===== src/rtl/interrupt_controller.sv =====
// Prioritised interrupt controller: captures edge/level interrupts into a pending
// register and hands the lowest-numbered unmasked channel to fetch, one handler at a time.
module interrupt_controller #(
    parameter int unsigned         N_CH       = 4,
    parameter int unsigned         VEC_W      = 2,
    parameter logic [N_CH-1:0]     LEVEL_MODE = '0
) (
    input  logic               i_clk,
    input  logic               i_reset,
    input  logic [N_CH-1:0]    i_interrupt_signal,
    input  logic [N_CH-1:0]    i_mask,
    input  logic               i_enable,
    input  logic               i_ack,
    input  logic               i_iret,
    output logic               o_interrupt_call,
    output logic [VEC_W-1:0]   o_vector,
    output logic [N_CH-1:0]    o_pending,
    output logic               o_in_service
);

    typedef enum logic [1:0] {
        S_IDLE,
        S_REQUEST,
        S_SERVICE
    } state_t;

    state_t            r_state;
    logic [N_CH-1:0]   r_prev;
    logic [N_CH-1:0]   r_pending;
    logic [N_CH-1:0]   w_capture;
    logic [N_CH-1:0]   w_eligible;
    logic [N_CH-1:0]   w_clear;
    logic [VEC_W-1:0]  w_first;

    // Lowest set index wins; bit 0 is highest priority.
    function automatic logic [VEC_W-1:0] lowest_index(input logic [N_CH-1:0] v);
        lowest_index = '0;
        for (int i = int'(N_CH) - 1; i >= 0; i--) begin
            if (v[i]) lowest_index = VEC_W'(i);
        end
    endfunction

    assign w_capture  = (i_interrupt_signal & ~r_prev) | (i_interrupt_signal & LEVEL_MODE);
    assign w_eligible = r_pending & ~i_mask;
    assign w_first    = lowest_index(w_eligible);
    assign o_pending  = r_pending;

    // Acknowledge clears the serviced channel; a same-cycle capture re-sets it below.
    always_comb begin
        w_clear = '0;
        if (r_state == S_REQUEST && i_ack) begin
            w_clear[o_vector] = 1'b1;
        end
    end

    always_ff @(posedge i_clk or posedge i_reset) begin
        if (i_reset) begin
            r_state          <= S_IDLE;
            r_prev           <= '0;
            r_pending        <= '0;
            o_interrupt_call <= 1'b0;
            o_vector         <= '0;
            o_in_service     <= 1'b0;
        end else begin
            r_prev    <= i_interrupt_signal;
            r_pending <= (r_pending & ~w_clear) | w_capture;
            case (r_state)
                S_IDLE: begin
                    if (i_enable && (w_eligible != '0)) begin
                        r_state          <= S_REQUEST;
                        o_interrupt_call <= 1'b1;
                        o_vector         <= w_first;
                    end
                end
                S_REQUEST: begin
                    if (i_ack) begin
                        r_state          <= S_SERVICE;
                        o_interrupt_call <= 1'b0;
                        o_in_service     <= 1'b1;
                    end
                end
                S_SERVICE: begin
                    if (i_iret) begin
                        r_state      <= S_IDLE;
                        o_in_service <= 1'b0;
                    end
                end
                default: begin
                    r_state          <= S_IDLE;
                    o_interrupt_call <= 1'b0;
                    o_in_service     <= 1'b0;
                end
            endcase
        end
    end

endmodule


===== config.mk =====
export PLATFORM = sky130hd
export DESIGN_NAME = interrupt_controller
export DESIGN_NICKNAME = d
export VERILOG_FILES = /design/src/rtl/interrupt_controller.sv
export SDC_FILE = /design/constraint.sdc
export NUM_CORES = 1
export LEC_CHECK = 0
export CAP_MARGIN = 20
export CORE_MARGIN = 5
export CORE_UTILIZATION = 40
export DETAILED_ROUTE_END_ITERATION = 10
export DONT_BUFFER_PORTS = 1
export GPL_ROUTABILITY_DRIVEN = 0
export PLACE_DENSITY = 0.51
export REMOVE_ABC_BUFFERS = 1
export SYNTH_ARGS = -nofsm -noshare
export SYNTH_HDL_FRONTEND = slang
export SYNTH_SLANG_ARGS = --single-unit

===== constraint.sdc =====
create_clock -name i_clk -period 1.51 [get_ports i_clk]
set_clock_uncertainty 0.15 [all_clocks]
set_input_delay 0.302 -clock i_clk [delete_from_list [all_inputs] [get_ports i_clk]]
set_output_delay 0.302 -clock i_clk [all_outputs]
set_load 0.05 [all_outputs]

==> metrics.yaml <==
run:
  drv_cap: 0
hold_path:
  whs_endpoint: "o_pending[3]"
  hold-path-cell-count: 2
  hold_class: "in2reg"
  hold_start: "i_interrupt_signal[3]"
drt:
  wl_per_cell_um: 14.76
  drc: 0
  first_iter_violations: 3
  drt-pass1-iter-count: 4
  routed_wl_mm: 1.269
  ant_nets: 0
  vias: 445
  via_per_inst: 5.174
timing:
  worst_slack_ns: 0.1220
  max_slew.worst_pin.slew_ns: 0.5167
  period_share: 0.9192
  setup_viol: 0
  slew_headroom: 0.6551
  tns_ns: 0
  rsz0062_at_grt: "false"
  fmax_mhz: 720.5
  finalCriticalPeriod_ns: 1.388
  slew_viol_final: 0
  hold_viol: 0
cts:
  clock_path_buffers: 2
  clock_sinks: 14
  cts_tree: "done"
  htreeDepth: 1
  cts_buffers: 3
  clk_latency_ns: 0.27
  cts_root_buf: "clkbuf_4"
  clk_pin_slew_ns: 0.09
power:
  vdd_drop_max_v: 0.0006740
  p_int_uw: 886.0
  p_per_area_nw_per_um2: 2163
  comb_power_share: 0.403
  p_switching_uw: 770.5
  p_leak_uw: 0.0003404
  p_clk_frac: 0.161
  seq_power_share: 0.436
  switching_share: 0.4651
yosys:
  ys_top_cells_by_area: "dfrtp_1 (58%), o21ai_1 (5.0%), o21ai_0 (4.1%)"
  ys.warnings.count: 0
  syn_inst: 54
  postSynthAreaPerCell_sq_um: 11.19
  netlist.area_leader.share: 0.5797
  synth_top_area_cell: "dfrtp_1"
  ys_types: 20
  synth-seq-cells: 14
  synth_area_sq_um: 604.3
  seq_area_frac_synth: 0.5797
outcome:
  outcome: "finished, final reports clean"
setup_path:
  r2r_end: "o_vector[1]"
  cp.required_ns: 1.06
  path_class: "reg2out"
  cp_max_fo: 3
  r2r-start: "r_state[1]"
  worstPathArrival_ns: 0.94
  ff2ff_setup_slack_ns: 0.15
  ff2ff_path_depth: 3
  cp-start-kind: "flip-flop"
  endpoint_kind: "primary output"
die:
  die_x_um: 48.87
  initial_utilization: 0.4107
  die_height_um: 48.87
  ios: 21
  row_count: 14
  core_area_sq_um: 1471
  die_area_sq_um: 2388
place:
  dp_hpwl_mm: 1.030
  dp_slack_ns: 0.1859
  portBuffers: 0
final_layout:
  fin_nets: 84
  area_growth_pct: 26.71
  drive_above_1_share: 0.2000
  antenna_cells: 0
global_route:
  grt_pass1_vias: 494
  grt_pass1_wl_mm: 2.180
  grt_max_degree: 15
  antenna_found_initial: 0
  overflow: 0
  grt_usage: 0.1209
[flip-flops by register name (all words and copies together), names as in the netlist]
name	count
o_in_service	1
r_prev	4
o_interrupt_call	1
o_vector	2
r_state	2
o_pending	4
[power groups by stage]
stage	sequential (uW)	combinational [uW]	clock, uW
floorplan	940	251	0
global placement	729	644	0
detailed placement	735	661	0
CTS	726	677	274
global route	746	718	290
finish	723	667	267
[worst max-delay path by stage]
stage            startpoint  slack, ns      endpoint  cells after the start
6_report       o_in_service       0.12  o_in_service                      0
5_1_grt        o_in_service       0.09  o_in_service                      0
4_1_cts        o_in_service       0.11  o_in_service                      0
3_5_place_dp   o_pending[1]       0.19    r_state[0]                      3
3_3_place_gp   o_pending[1]       0.18    r_state[0]                      3
2_1_floorplan  o_pending[1]       0.02    r_state[0]                      3
[synth_stat cells]
master     n
a22oi_1    1
a21o_1     1
o22ai_1    1
nand2_1    3
nor2_1     1
nand4b_1   1
o21ai_0    5
inv_1      6
a21oi_1    1
dfrtp_1   14
nor2b_4    1
o41ai_2    1
or2b_1     1
o41ai_1    2
nor2b_1    3
o21a_1     2
o21ai_1    6
nor3b_4    1
nand2b_1   2
nand2_2    1
[cells by family after synthesis]
| kind of cell | after synthesis | synth area share |
|---|---|---|
| AOI/OAI and AO/OA | 20 | 0.2153 |
| buffers and inverters | 6 | 0.03726 |
| DFF | 14 | 0.5797 |
| and+or+nand+nor | 14 | 0.1677 |
[layout make-up]
type / count / area [sq um]
multi-input combinational: 34 / 231.5
fill: 152 / 705.7
timing repair buffer: 12 / 105.1
tap: 16 / 20.02
clock buffer: 4 / 36.28
inverter: 6 / 22.52
sequential: 14 / 350.3
[per-layer routing]
layer | global-route usage | routed length [um] | vias up
met4 | 0.08072 | 0 | 0
met5 | 0 | 0 | -
met3 | 0.04281 | 86 | 0
li1 | - | - | 221
met1 | 0.1423 | 589 | 209
met2 | 0.1826 | 594 | 15
[placed cells by master (no fill, tap or decap), drive strengths merged]
master | netlist | final
nor3b | 1 | 1
clkbuf | 0 | 4
a21oi | 1 | 1
dlygate4sd3 | 0 | 6
nor2 | 1 | 1
or2b | 1 | 1
o41ai | 3 | 3
a21o | 1 | 1
buf | 0 | 6
dfrtp | 14 | 14
nor2b | 4 | 4
a22oi | 1 | 1
nand2b | 2 | 2
inv | 6 | 6
o21ai | 11 | 11
nand4b | 1 | 1
o21a | 2 | 2
nand2 | 4 | 4
o22ai | 1 | 1
[timing repair]
| action | 4_1_cts | 5_1_grt |
|---|---|---|
| resized for setup | 0 | 0 |
| buffers inserted | 0 | 0 |
| hold endpoints to repair | 22 | 0 |
| hold buffers | 6 | 0 |
[metrics by stage]
stage	hold WS [ns]	cell area (sq um)	utilization	cells	total power, uW
2_1_floorplan	0.04122	604.3	-	54	1191
3_3_place_gp	0.09392	669.4	0.4549	76	1373
3_5_place_dp	0.1068	669.4	0.4549	76	1395
4_1_cts	0.008319	765.7	0.5204	86	1677
5_1_grt	0.01566	765.7	0.5204	86	1754
6_report	0.01090	765.7	0.5204	86	1657
Power figures use the tool's default switching activity.
